$ cat src/rtl/lcd_buf_arb.sv
// Two-requester arbiter in front of a 32-byte text-LCD character buffer (write/cursor 1 cycle, clears 16/32 cycles).
// Arbitration is round-robin by default; define LCD_BUF_ARB_FIXED_PRIO_EN to make requester 0 always win contention.
module lcd_buf_arb #(
    parameter logic [7:0] CLR_CHAR = 8'h20
) (
    input  logic         clk,
    input  logic         rst,
    input  logic         req0,
    input  logic [1:0]   cmd0,
    input  logic [7:0]   arg0,
    output logic         gnt0,
    input  logic         req1,
    input  logic [1:0]   cmd1,
    input  logic [7:0]   arg1,
    output logic         gnt1,
    output logic [4:0]   cur0,
    output logic [4:0]   cur1,
    output logic         busy,
    output logic [127:0] lcd_l1,
    output logic [127:0] lcd_l2
);

    localparam logic [1:0] OP_WRITE    = 2'b00;
    localparam logic [1:0] OP_CLR_ALL  = 2'b10;
    localparam logic [1:0] OP_CLR_LINE = 2'b11;

    typedef enum logic [1:0] {
        IDLE  = 2'd0,
        EXEC  = 2'd1,
        CLEAR = 2'd2
    } state_t;

    state_t            state_q, state_d;
    logic [1:0]        cmd_q, cmd_d;
    logic [7:0]        arg_q, arg_d;
    logic              id_q, id_d;
    logic [4:0]        cur0_q, cur0_d;
    logic [4:0]        cur1_q, cur1_d;
    logic [4:0]        clr_addr_q, clr_addr_d;
    logic [31:0][7:0]  buf_q, buf_d;
`ifndef LCD_BUF_ARB_FIXED_PRIO_EN
    logic              last_q, last_d;
`endif

    logic              win;
    logic [1:0]        win_cmd;
    logic [4:0]        win_cur;
    logic [4:0]        cur_sel;
    logic [4:0]        cur_new;
    logic              cur_upd;
    logic              clr_done;

    always_comb begin
        state_d    = state_q;
        cmd_d      = cmd_q;
        arg_d      = arg_q;
        id_d       = id_q;
        cur0_d     = cur0_q;
        cur1_d     = cur1_q;
        clr_addr_d = clr_addr_q;
        buf_d      = buf_q;
`ifndef LCD_BUF_ARB_FIXED_PRIO_EN
        last_d     = last_q;
`endif
        gnt0       = 1'b0;
        gnt1       = 1'b0;
        cur_upd    = 1'b0;
        cur_new    = 5'd0;
        clr_done   = 1'b0;

`ifdef LCD_BUF_ARB_FIXED_PRIO_EN
        win = ~req0;
`else
        win = (req0 && req1) ? ~last_q : req1;
`endif
        win_cmd = win ? cmd1 : cmd0;
        win_cur = win ? cur1_q : cur0_q;
        cur_sel = id_q ? cur1_q : cur0_q;

        case (state_q)
            IDLE: begin
                if (req0 || req1) begin
                    id_d       = win;
                    cmd_d      = win_cmd;
                    arg_d      = win ? arg1 : arg0;
                    state_d    = win_cmd[1] ? CLEAR : EXEC;
                    // clear-line base is fixed by the requester's cursor at acceptance
                    clr_addr_d = (win_cmd == OP_CLR_ALL) ? 5'd0 : {win_cur[4], 4'b0000};
                end
            end
            EXEC: begin
                cur_upd = 1'b1;
                if (cmd_q == OP_WRITE) begin
                    buf_d[cur_sel] = arg_q;
                    cur_new        = cur_sel + 5'd1;
                end else begin
                    cur_new = arg_q[4:0];
                end
                gnt0    = ~id_q;
                gnt1    = id_q;
                state_d = IDLE;
            end
            CLEAR: begin
                buf_d[clr_addr_q] = CLR_CHAR;
                clr_addr_d        = clr_addr_q + 5'd1;
                clr_done          = (cmd_q == OP_CLR_LINE) ? (clr_addr_q[3:0] == 4'hF)
                                                           : (clr_addr_q == 5'd31);
                if (clr_done) begin
                    cur_upd = 1'b1;
                    cur_new = {clr_addr_q[4] & cmd_q[0], 4'b0000};
                    gnt0    = ~id_q;
                    gnt1    = id_q;
                    state_d = IDLE;
                end
            end
            default: state_d = IDLE;
        endcase

        if (cur_upd) begin
            if (id_q) cur1_d = cur_new;
            else      cur0_d = cur_new;
        end
`ifndef LCD_BUF_ARB_FIXED_PRIO_EN
        if (gnt0 || gnt1) last_d = id_q;
`endif
    end

    always_ff @(posedge clk) begin
        if (rst) begin
            state_q    <= IDLE;
            cmd_q      <= OP_WRITE;
            arg_q      <= 8'd0;
            id_q       <= 1'b0;
            cur0_q     <= 5'd0;
            cur1_q     <= 5'd0;
            clr_addr_q <= 5'd0;
            buf_q      <= {32{CLR_CHAR}};
`ifndef LCD_BUF_ARB_FIXED_PRIO_EN
            last_q     <= 1'b1;
`endif
        end else begin
            state_q    <= state_d;
            cmd_q      <= cmd_d;
            arg_q      <= arg_d;
            id_q       <= id_d;
            cur0_q     <= cur0_d;
            cur1_q     <= cur1_d;
            clr_addr_q <= clr_addr_d;
            buf_q      <= buf_d;
`ifndef LCD_BUF_ARB_FIXED_PRIO_EN
            last_q     <= last_d;
`endif
        end
    end

    assign cur0 = cur0_q;
    assign cur1 = cur1_q;
    assign busy = (state_q != IDLE);

    // character 1 of each line sits in the top byte
    for (genvar i = 0; i < 16; i++) begin : g_pack
        assign lcd_l1[127-8*i -: 8] = buf_q[i];
        assign lcd_l2[127-8*i -: 8] = buf_q[16+i];
    end

endmodule
$ cat config.mk
export PLATFORM = sky130hd
export DESIGN_NAME = lcd_buf_arb
export DESIGN_NICKNAME = d
export VERILOG_FILES = /design/src/rtl/lcd_buf_arb.sv
export SDC_FILE = /design/constraint.sdc
export NUM_CORES = 1
export LEC_CHECK = 0
export ABC_AREA = 1
export CORE_MARGIN = 10
export CORE_UTILIZATION = 30
export CTS_BUF_LIST = sky130_fd_sc_hd__clkbuf_8
export DETAILED_ROUTE_END_ITERATION = 8
export SLEW_MARGIN = 10
export SYNTH_ARGS = -nofsm -noshare
export SYNTH_HDL_FRONTEND = slang
export SYNTH_SLANG_ARGS = --single-unit
export TNS_END_PERCENT = 5
$ cat constraint.sdc
create_clock -name clk -period 2.3 [get_ports clk]
set_clock_uncertainty 0.2 [all_clocks]
set_input_delay 0.575 -clock clk [delete_from_list [all_inputs] [get_ports clk]]
set_output_delay 0.575 -clock clk [all_outputs]
set_load 0.005 [all_outputs]
* Yosys cells after proc, flatten, opt, wreduce, memory -nomap -nowiden
Cells that the tools add are included.
W data, S select, Z words.
** Cells by class
- Add/sub/neg operators :: 2
- $lt $le $gt $ge :: 4
- Equal/unequal tests :: 9
- Multiplexer cells :: 29
- Bitwise operators :: 6
- Reduce and logical (&&, ||, !) cells :: 16
** Operator list (count)
- $pmux W256 S2 :: 1
- $bwmux W256 :: 1
- $mux W256 :: 1
- $and A224 B224 Y224 :: 1
- $not A224 Y224 :: 1
- $demux W8 S5 :: 2
- $or A32 B32 Y32 :: 1
- $mux W5 :: 6
- $mux W8 :: 3
- $pmux W5 S2 :: 2
- $lt A5 B6 Y1 const B :: 2
- $reduce_and A2 Y1 :: 6
- $add A5 B1 Y5 const B :: 2
- $ge A5 B1 Y1 const B :: 2
- $mux W2 :: 4
- $eq A2 B2 Y1 const B :: 3
- $ne A2 B2 Y1 const B :: 3
- $pmux W1 S2 :: 3
- $reduce_bool A2 Y1 :: 3
- $eq A5 B5 Y1 const B :: 1
- $mux W1 :: 5
- $eq A4 B4 Y1 const B :: 1
- $logic_not A2 Y1 :: 2
- $pmux W2 S2 :: 1
- 5 further kinds :: 9
** Storage, ports and cells
- Bits in registers :: 285
- Output and inout bits :: 269
- Word-level logic and storage cells :: 106

* Depth between registers and ports, before layout
Gate-level depths: netlist of run 1.
- Depth in word-level cells :: 8
- Gate-level depth with buffers :: 13
- Depth with buffers taken out :: 13

* Least setup slack after synthesis of run 1
OpenSTA, ideal clock, no wires.
- Path type :: register to register
- Start point :: register id_q
- End point :: register buf_q, in the netlist lcd_l2[118]
- Library setup time :: 70 ps
- Arrival time :: 2031 ps
- Required time :: 2030 ps
- Setup slack :: -1 ps
- Stages on the path, launching flop included :: 12
- Buffers on the path :: 4
- Clock period less this slack :: 2301 ps
- Cell sequence :: dfxtp_1 buf_6 inv_4 o21ai_1 ha_1 buf_2 clkbuf_1 buf_1 nand4_1 nand2_1 nand2_1 a21oi_1
** Between the ends
- Longest elaborated chain between the ends :: 8
- Elaborated cells on any way between the ends :: 9
- Classes of those cells :: order compare: 2; mux: 6; reduce/logical: 1
** Ends and longest elaborated chain
- start, declared :: RTL line 36 : logic id_q, id_d;
- start signal, assigned :: RTL line 145 : id_q <= id_d;
- $mux W5 (*) :: RTL line 78 : cur_sel = id_q ? cur1_q : cur0_q;
- $lt A5 B6 Y1 (not written as such) / $ge A5 B1 Y1 (equally long branches) :: RTL line 94 : buf_d[cur_sel] = arg_q;
- $logic_and A1 B1 Y1 (not written as such) :: RTL line 94
- $mux W8 (not written as such) :: RTL line 94
- $demux W8 S5 (*) :: RTL line 94
- $bwmux W256 (*) :: RTL line 94
- $mux W256 (*) :: RTL line 93 : if (cmd_q == OP_WRITE) begin
- $pmux W256 S2 (*) :: RTL line 80 : case (state_q)
- end signal, assigned :: RTL line 137 : buf_q <= {32{CLR_CHAR}};
- end signal, assigned :: RTL line 149 : buf_q <= buf_d;
- end, declared :: RTL line 40 : logic [31:0][7:0] buf_q, buf_d;
Mark *: on every way between the ends. The rest lies on a longest branch, timed or not. The select of a mux whose other input is x is not followed.
A chain may end at the register's enable or synchronous reset.

* Worst setup path after layout of run 1
- Start point :: register clr_addr_q[0]
- End point :: output port gnt0
** Between the ends
- Longest elaborated chain between the ends :: 4
- Elaborated cells on any way between the ends :: 5
- Classes of those cells :: eq/ne: 2; mux: 3
** Ends and longest elaborated chain
- start, declared :: RTL line 39 : logic [4:0] clr_addr_q, clr_addr_d;
- start signal, assigned :: RTL line 148 : clr_addr_q <= clr_addr_d;
- $eq A5 B5 Y1 / $eq A4 B4 Y1 (equally long branches) :: RTL line 107, 106
- $mux W1 (*) :: RTL line 106 : clr_done = (cmd_q == OP_CLR_LINE) ? (clr_addr_q[3:0] == 4'hF)
- $mux W1 (*) :: RTL line 108 : if (clr_done) begin
- $pmux W1 S2 (*) :: RTL line 80
- end, declared :: RTL line 11 : output logic gnt0,
Mark *: on every way between the ends. The rest lies on a longest branch, timed or not.

==> results of run 1 <==
-- worst max-delay path, stage by stage (launching register included) --
cell     delay, ns
dfxtp_2       0.35
ha_4          0.14
nand3_2       0.08
inv_2         0.08
ha_4          0.12
inv_2         0.03
nand2_2       0.06
nand4_1       0.12
nand2_2       0.13
nand2_2       0.07
inv_2         0.06
buf_6         0.09
-- where the power goes --
part	switching (mW)	total [mW]	internal (mW)
Combinational	1.51	2.13	0.621
Clock	2.35	4.85	2.50
Sequential	0.149	5.17	5.02
-- per-stage QoR --
stage                     std cells  hold WS (ns)  power [mW]  worst slack (ns)
after floorplan                2432         0.249        6.29          -0.00134
after global placement         3372         0.267        7.28            -0.333
after detailed placement       3372         0.273        7.31            -0.305
after CTS                      3490        0.0582        12.2            -0.504
after global routing           3476        0.0855        12.6            -0.621
final                          3476         0.117        12.2            -0.479
-- cell usage in the layout, fill, tap and decap left out, types with 4 or more instances in the layout --
cell,n
nand2_1,864
nand3_1,400
dlygate4sd2_1,266
a21oi_1,236
dfxtp_1,187
nand4_1,137
buf_4,122
dfxtp_2,97
inv_1,82
o21ai_0,64
clkbuf_8,64
nor2_1,53
nand2_2,25
nor2_4,22
clkdlybuf4s50_1,22
buf_12,22
inv_2,15
nor2_2,15
a21oi_2,11
o21ai_2,7
nand2_4,7
a31oi_1,7
ha_4,7
clkinv_2,7
buf_6,7
nand3_2,5
a21oi_4,5
o21ai_4,5
nor3_1,4
inv_4,4
clkinvlp_4,4
ha_1,4
-- layout make-up --
class | instances | area, sq um
tap | 680 | 851
clock inverter | 27 | 123
multi-input combinational | 1889 | 9120
fill | 5368 | 30100
clock buffer | 64 | 881
timing repair buffer | 442 | 4050
sequential | 285 | 5830
inverter | 89 | 369
-- final timing paths --
check                      from           to  slack, ns  depth (start not counted)
setup reg to reg     state_q[0]  lcd_l2[124]      -0.03                          9
hold reg to reg      lcd_l1[81]   lcd_l1[81]       0.27                          2
hold / removal              rst      cur1[1]       0.12                          4
setup / recovery  clr_addr_q[0]         gnt0      -0.48                         11
-- flip-flops by register name, summed over array words and instances, names as in the netlist --
| register | flops |
|---|---|
| arg_q | 8 |
| clr_addr_q | 5 |
| cmd_q | 2 |
| cur0 | 5 |
| cur1 | 5 |
| id_q | 1 |
| last_q | 1 |
| lcd_l1 | 128 |
| lcd_l2 | 128 |
| state_q | 2 |
-- per-layer routing --
layer	up-vias	part of all wire	wire length [um]
li1	8847	-	-
met1	8800	0.42	28400
met2	710	0.47	32000
met3	134	0.087	5920
met4	0	0.024	1640
met5	-	0	0
-- kinds of logic (layout without fill, tap and decap cells) --
group,count (synthesis),in the layout
XOR/XNOR,1,1
AND/OR/NAND/NOR,1532,1532
adder cells (fa/ha/maj),12,12
AO/OA/AOI/OAI,344,344
flip-flops,285,285
buffers and inverters,258,622
-- timing repair --
item	in CTS	in global routing
pin swaps	11	10
endpoints found under the setup margin	511	265
resized for setup	424	43
gates cloned	0	0
hold endpoints to repair	0	0
buffers inserted	27	3
==> run_results.csv, run 1 <==
group,metric,value,unit
finish,final_layout_size_suffix_gt1_frac,0.165,
synthesis,ys_seq_elements,285,
worst_setup_path,endpoint_kind,"output pin",
synthesis,synth-simple-area-share,0.438,
clock_network,cts.sinks,285,
sta,setup_viol,41,
placed_design,place_congestion,0.852,
sta,slew_violations,0,
grt,grt_pass1_vias,17500,
synthesis,yosys_most_used_dff,"dfxtp_1",
synthesis,yosys-top-cells-count,"nand2_1, nand3_1, dfxtp_1, a21oi_1, nand4_1",
placed_design,hpwl,46700,um
synthesis,yosysMostFrequentCell,"nand2_1",
grt,grt_overflow,0,
routing,routedWlPerCell,19.5,um
floorplanning,core-area,51300,sq um
power_and_ir_drop,leakage,9.51,nW
grt,gr-usage-met1,0.265,
worst_setup_path,cp.arrival,2.00,ns
synthesis,synth-compound-area-share,0.118,
synthesis,synth_area_leaders,"dfxtp_1, nand2_1, nand3_1, a21oi_1, nand4_1",
grt,use_met3,0.0604,
finish,final_core_util,0.414,
synthesis,synth_edf_count,0,
synthesis,synthAdderAreaFrac,0.00967,
synthesis,synth_top_family_by_area,"simple AND/OR/NAND/NOR gates",
synthesis,syn-cell-area,15500,sq um
synthesis,yosysWarnings,0,
clock_network,postCtsHoldBufs,0,
finish,syn_to_final_growth,36.7,%
routing,drc,0,
routing,vias,18500,
clock_network,numCtsBuffers,54,
sta,tns,-1.30,ns
synthesis,netlist_instances,2432,
routing,postRouteWirelength,68000,um
clock_network,clockBufferDepth,3,
clock_network,clock_latency,0.66,ns
sta,relSlewSlack,0.388,
worst_setup_path,crit_type,"register to output pin",
grt,antenna_found_initial,0,
synthesis,synth.net_count,2468,
synthesis,synth_cell_types,32,
run_status,status,"finished, violations left",
worst_setup_path,worstSetupStartpointType,"register",
min_path,hp-class,"primary input to register",
worst_setup_path,cp_max_fo,2,
worst_setup_path,critical_path_required,1.52,ns
synthesis,synthArstFlopShare,0,
synthesis,avgSynthCellArea,6.38,sq um
routing,via_per_inst,5.32,
synthesis,yosysTopAreaCell,"dfxtp_1",
sta,layout_min_cycle_time,2.78,ns
floorplanning,die_w,247,um
routing,initialDrtViolationCount,1742,
grt,grt_pass1_wl,103000,um
sta,worst_slew_pin_slew,0.918,ns
power_and_ir_drop,power-per-cell-area,573,nW/um^2
grt,track_usage,0.213,
placed_design,io_buffers,292,
sta,period_share,1.21,
grt,grt_max_degree,141,
clock_network,htree_levels,2,
routing,firstDrtPassIters,7,
synthesis,synth-xor-area-share,0.000564,
placed_design,dpl_cell_area,20000,sq um
grt,met2_usage,0.352,
sta,rsz0062_at_grt,"true",
finish,final_cell_area,21200,sq um
floorplanning,initial_core_util,0.303,
floorplanning,io_pins,293,
finish,nets,2797,
synthesis,ys_seq_area_frac,0.368,
flow_run,maxCapViolations,0,
floorplanning,die-height,247,um
clock_network,cts_tree,"built",
floorplanning,rows,83,
finish,num_antenna_cells,0,
routing,drt.antenna.violating_nets,0,
floorplanning,dieArea,61200,sq um
power_and_ir_drop,peakVddDrop,0.000335,V
grt,grt.busiest_layer,"met2",
sta,worst_slack,-0.479,ns
sta,fmax,360,MHz
synthesis,yosysTopAreaCellShare,0.368,
run_status,violations,"negative setup slack",
clock_network,path_clk_slew,0.06,ns
clock_network,cts_root_buf,"clkbuf_8",
sta,finalHoldViolations,0,
synthesis,synthMuxAreaShare,0,
(Power assumes the default switching activity.)
==> run 2: changes to the inputs <==
Settings changed: CORE_UTILIZATION 30 to 40, PLACE_DENSITY set to 0.66.
==> run 2 against run 1 <==
The flow still finishes with violations (negative setup slack). Global-route usage grew 4.3 points. Flip-flop and latch count is the same. Sequential share of layout area increased by 0.47 points. Critical path depth rose by 1. Clock power down 7.0%. Fmax increased by 0.38%. Setup slack better by 0.011 ns. Count of clock-buffer cells in the layout down 5. Non-clock buffer count shrank 24. Final cell count down 5.4%. Critical path type unchanged. Critical endpoint unchanged. Largest power group unchanged.
==> run_results.csv, run 2 (synthesized netlist as in run 1, its figures left out) <==
group,metric,value,unit
clock_network,clockBufferDepth,3,
floorplanning,die-height,217,um
sta,relSlewSlack,0.600,
clock_network,cts_tree,"built",
sta,layout_min_cycle_time,2.77,ns
clock_network,numCtsBuffers,52,
sta,finalHoldViolations,0,
routing,firstDrtPassIters,7,
finish,syn_to_final_growth,34.8,%
routing,initialDrtViolationCount,2081,
sta,fmax,361,MHz
clock_network,path_clk_slew,0.06,ns
clock_network,cts_root_buf,"clkbuf_8",
worst_setup_path,endpoint_kind,"output pin",
finish,final_common_cell,"nand2_1",
run_status,status,"finished, violations left",
routing,vias,18500,
power_and_ir_drop,power,11.8,mW
clock_network,postCtsHoldBufs,0,
finish,final_layout_size_suffix_gt1_frac,0.155,
worst_setup_path,cpMaxStageDelayCell,"dfxtp_2",
worst_setup_path,cp_max_fo,2,
grt,track_usage,0.255,
routing,drt.antenna.violating_nets,0,
sta,period_share,1.20,
sta,slew_violations,0,
routing,postRouteWirelength,64500,um
worst_setup_path,critical_path_required,1.52,ns
placed_design,place_congestion,0.873,
grt,grt_pass1_vias,17200,
worst_setup_path,worstSetupStartpointType,"register",
placed_design,io_buffers,292,
worst_setup_path,critPathMaxStageDelay,0.36,ns
power_and_ir_drop,power-per-cell-area,562,nW/um^2
flow_run,maxCapViolations,0,
clock_network,htree_levels,2,
placed_design,dp_slack,-0.305,ns
finish,nets,2771,
grt,grt_max_degree,124,
floorplanning,initial_core_util,0.403,
floorplanning,core-area,38600,sq um
floorplanning,die_w,217,um
worst_setup_path,crit_chain,"ha_4 -> nand3_4 -> inv_4 -> ha_4 -> inv_2 -> nand2_2 -> nand4_1 -> nand2_2 -> buf_6 -> nand2_4 -> inv_4 -> buf_6",
placed_design,hpwl,42600,um
sta,rsz0062_at_grt,"true",
grt,gr-usage-met1,0.319,
finish,fillCellCount,3820,
grt,met2_usage,0.406,
min_path,hp-class,"primary input to register",
clock_network,cts.sinks,285,
worst_setup_path,crit_type,"register to output pin",
sta,worst_slack,-0.468,ns
grt,antenna_found_initial,0,
finish,multi_input_area,9110,sq um
grt,grt_overflow,0,
placed_design,dp.cells,3189,
clock_network,clock_latency,0.62,ns
grt,grt_pass1_wl,97700,um
floorplanning,io_pins,293,
routing,routedWlPerCell,19.6,um
floorplanning,dieArea,47100,sq um
power_and_ir_drop,leakage,9.52,nW
floorplanning,rows,72,
finish,register_area,5850,sq um
grt,use_met3,0.0648,
run_status,violations,"negative setup slack",
routing,via_per_inst,5.61,
finish,num_antenna_cells,0,
power_and_ir_drop,peakVddDrop,0.000366,V
sta,setup_viol,8,
grt,grt.busiest_layer,"met2",
sta,worst_slew_pin_slew,0.601,ns
finish,final_cell_mix,"nand2_1, nand3_1, a21oi_1",
routing,drc,0,
worst_setup_path,cp.arrival,1.99,ns
finish,fin_cells,3288,
## run 2: what timing repair did
item                                    in CTS  in global routing
endpoints found under the setup margin     284                275
cloned                                       0                  1
resized for setup                          348                 90
buffers inserted                             8                  1
pin swaps                                    7                  6
## run 2: final timing paths
check / start / end / slack (ns) / cells after the start
setup reg to reg: clr_addr_q[0] / cur1[2] / -0.21 / 19
hold reg to reg: lcd_l1[35] / lcd_l1[35] / 0.27 / 2
hold / removal: rst / arg_q[2] / 0.20 / 4
setup / recovery: clr_addr_q[0] / gnt0 / -0.47 / 12
## run 2: worst max-delay path: cells and delay by family, from the launching register on
kind | cells | cell delay, ns
AND/OR/NAND/NOR | 5 | 0.41
flip-flops | 1 | 0.36
buffers and inverters | 5 | 0.33
adder cells (fa/ha/maj) | 2 | 0.28
## run 2: power breakdown
| group | internal, mW | switching, mW |
|---|---|---|
| registers | 5.02 | 0.127 |
| logic | 0.602 | 1.51 |
| clock network | 2.30 | 2.21 |
## run 2: metal layers
metal	share of wire	up-vias
li1	-	8774
met1	0.41	8647
met2	0.46	882
met3	0.091	158
met4	0.039	0
met5	0	-
## run 2: cell type report
| cell class | count | area share |
|---|---|---|
| tap | 518 | 0.0310 |
| sequential | 285 | 0.279 |
| timing repair buffer | 418 | 0.192 |
| clock buffer | 59 | 0.0388 |
| inverter | 89 | 0.0179 |
| clock inverter | 30 | 0.00544 |
| multi-input combinational | 1889 | 0.435 |
## run 2: through the flow
step / setup TNS [ns] / instance area (sq um) / hold WS, ns / util
4_1_cts: -1.70 / 20600 / 0.132 / 0.533
5_1_grt: -3.68 / 20900 / 0.182 / 0.543
3_3_place_gp: -0.613 / 19600 / 0.268 / 0.509
2_1_floorplan: -0.0238 / 15500 / 0.249 / -
3_5_place_dp: -0.836 / 19600 / 0.272 / 0.509
6_report: -1.95 / 20900 / 0.197 / 0.543
==> run 3: changes to the inputs <==
Settings changed: CAP_MARGIN set to 20, GPL_ROUTABILITY_DRIVEN set to 0.
==> run 3 against run 2 <==
The flow still finishes with violations (negative setup slack). Count of clock-buffer cells in the layout increased by 7. Register-to-register slack gained 0.22 ns. Design area rose by 0.10%. Sequential power about the same. Non-clock buffer count fell by 2. Largest power group unchanged. Final cell count about the same. Worst hold slack worse by 0.11 ns. Critical endpoint unchanged. Die area unchanged. Global-route usage decreased by 0.14 points. Total power rose by 1.9%. First-iteration DRC count shrank 13%. Clock power increased by 6.0%.
==> run_results.csv, run 3 (synthesized netlist as in run 1, its figures left out) <==
group,metric,value,unit
routing,wl_met2,29100,um
clock_network,clock_latency,0.64,ns
grt,grt_pass1_wl,97400,um
grt,grt_overflow,0,
finish,final_cell_mix,"nand2_1, nand3_1, a21oi_1",
clock_network,cts_tree,"built",
sta,period_share,1.19,
routing,drt.antenna.violating_nets,0,
placed_design,dp.cells,3190,
worst_setup_path,cp.arrival,1.96,ns
floorplanning,rows,72,
sta,relSlewSlack,0.424,
sta,worst_slew_pin_slew,0.865,ns
worst_setup_path,rr_startpoint,"state_q[0]",
sta,finalHoldViolations,0,
floorplanning,dieArea,47100,sq um
power_and_ir_drop,power-per-cell-area,573,nW/um^2
placed_design,io_buffers,292,
worst_setup_path,reg2reg_slack,0.01,ns
placed_design,dp_slack,-0.315,ns
power_and_ir_drop,peakVddDrop,0.000379,V
routing,vias,18300,
clock_network,cts_root_buf,"clkbuf_8",
finish,fillCellCount,3840,
sta,slew_violations,0,
clock_network,postCtsHoldBufs,0,
grt,grt_pass1_vias,17200,
clock_network,numCtsBuffers,52,
finish,final_layout_size_suffix_gt1_frac,0.161,
routing,initialDrtViolationCount,1809,
finish,num_antenna_cells,0,
sta,layout_min_cycle_time,2.74,ns
clock_network,path_clk_slew,0.06,ns
sta,rsz0062_at_grt,"true",
worst_setup_path,r2r_end,"lcd_l1[86]",
worst_setup_path,worstSetupStartpointType,"register",
worst_setup_path,crit_type,"register to output pin",
worst_setup_path,rr_worst_depth,9,
clock_network,clockBufferDepth,3,
routing,dr_wl_met3,5840,um
sta,setup_viol,2,
finish,nets,2769,
grt,antenna_found_initial,1,
finish,final_common_cell,"nand2_1",
routing,postRouteWirelength,63300,um
finish,final_core_util,0.543,
routing,routedWlPerCell,19.3,um
run_status,status,"finished, violations left",
clock_network,cts.sinks,285,
sta,worst_slack,-0.435,ns
routing,firstDrtPassIters,7,
floorplanning,io_pins,293,
floorplanning,die_w,217,um
floorplanning,die-height,217,um
placed_design,hpwl,42300,um
floorplanning,initial_core_util,0.403,
power_and_ir_drop,power,12.0,mW
sta,fmax,366,MHz
finish,fin_cells,3287,
finish,syn_to_final_growth,34.9,%
routing,via_per_inst,5.58,
run_status,violations,"negative setup slack",
worst_setup_path,crit_start,"clr_addr_q[0]",
routing,wl_met1,26200,um
clock_network,htree_levels,2,
routing,drc,0,
worst_setup_path,critical_path_required,1.52,ns
power_and_ir_drop,leakage,9.54,nW
worst_setup_path,endpoint_kind,"output pin",
flow_run,maxCapViolations,0,
min_path,hp-class,"primary input to register",
floorplanning,core-area,38600,sq um
grt,track_usage,0.254,
grt,grt_max_degree,154,
worst_setup_path,cp_max_fo,2,
worst_setup_path,crit_end,"gnt0",
routing,top_layer,"met5",
[run 3: cell count changes in the layout (fill, tap and decap cells not counted), sizes merged]
cell           previous run  this run
clkdlybuf4s50            58        55
clkinvlp                  5         8
buf                     128       126
inv                     112       100
dlymetal6s2s             21        24
clkdlybuf4s15             1         0
clkinv                    2         5
clkbuf                   60        68
[run 3: layout make-up]
cell class	count	area, sq um	share of cell area
Inverter	89	377	0.0180
Clock buffer	66	908	0.0434
Tap cell	518	648	0.0309
Clock inverter	24	103	0.00490
Sequential cell	285	5850	0.279
Multi-Input combinational cell	1889	9110	0.435
Timing Repair Buffer	416	3950	0.188
[run 3: power breakdown]
part	internal [mW]	leakage, nW	switching (mW)
registers	5.02	2.34	0.120
logic	0.583	6.62	1.50
clock network	2.55	0.586	2.23
total	8.15	9.54	3.85
[run 3: stage by stage]
step	TNS (ns)	hold WS, ns	area (sq um)
floorplan	-0.0238	0.249	15500
detailed placement	-0.682	0.275	19600
global route	-1.59	0.0762	20900
finish	-0.867	0.0836	20900
CTS	-1.02	0.0515	20600
global placement	-0.582	0.265	19600
[run 3: worst min-delay path by stage]
stage	cells after the start	endpoint	from	slack [ns]
floorplan	2	last_q	last_q	0.25
global placement	2	lcd_l2[103]	lcd_l2[103]	0.26
detailed placement	2	lcd_l1[80]	lcd_l1[80]	0.27
CTS	2	lcd_l2[32]	rst	0.05
global route	2	lcd_l1[103]	rst	0.08
finish	2	lcd_l2[34]	rst	0.08
[run 3: metal layers]
layer	vias to the layer above	global-route usage
li1	8787	-
met1	8534	0.317
met2	878	0.407
met3	139	0.0645
met4	2	0.110
met5	-	0
[run 3: repair_timing]
action	CTS	global route
pin swaps	7	13
gates resized for setup	349	87
gates cloned	0	1
buffers inserted	3	3
setup endpoints to repair	303	272
endpoints found under the hold margin	0	0
[run 3: worst max-delay path, stage by stage (launching register included)]
cell     delay, ns
dfxtp_2       0.35
ha_4          0.16
nand3_4       0.07
inv_2         0.07
ha_4          0.12
inv_2         0.03
nand2_2       0.05
nand4_1       0.13
nand2_2       0.13
nand2_2       0.07
inv_2         0.06
buf_6         0.09
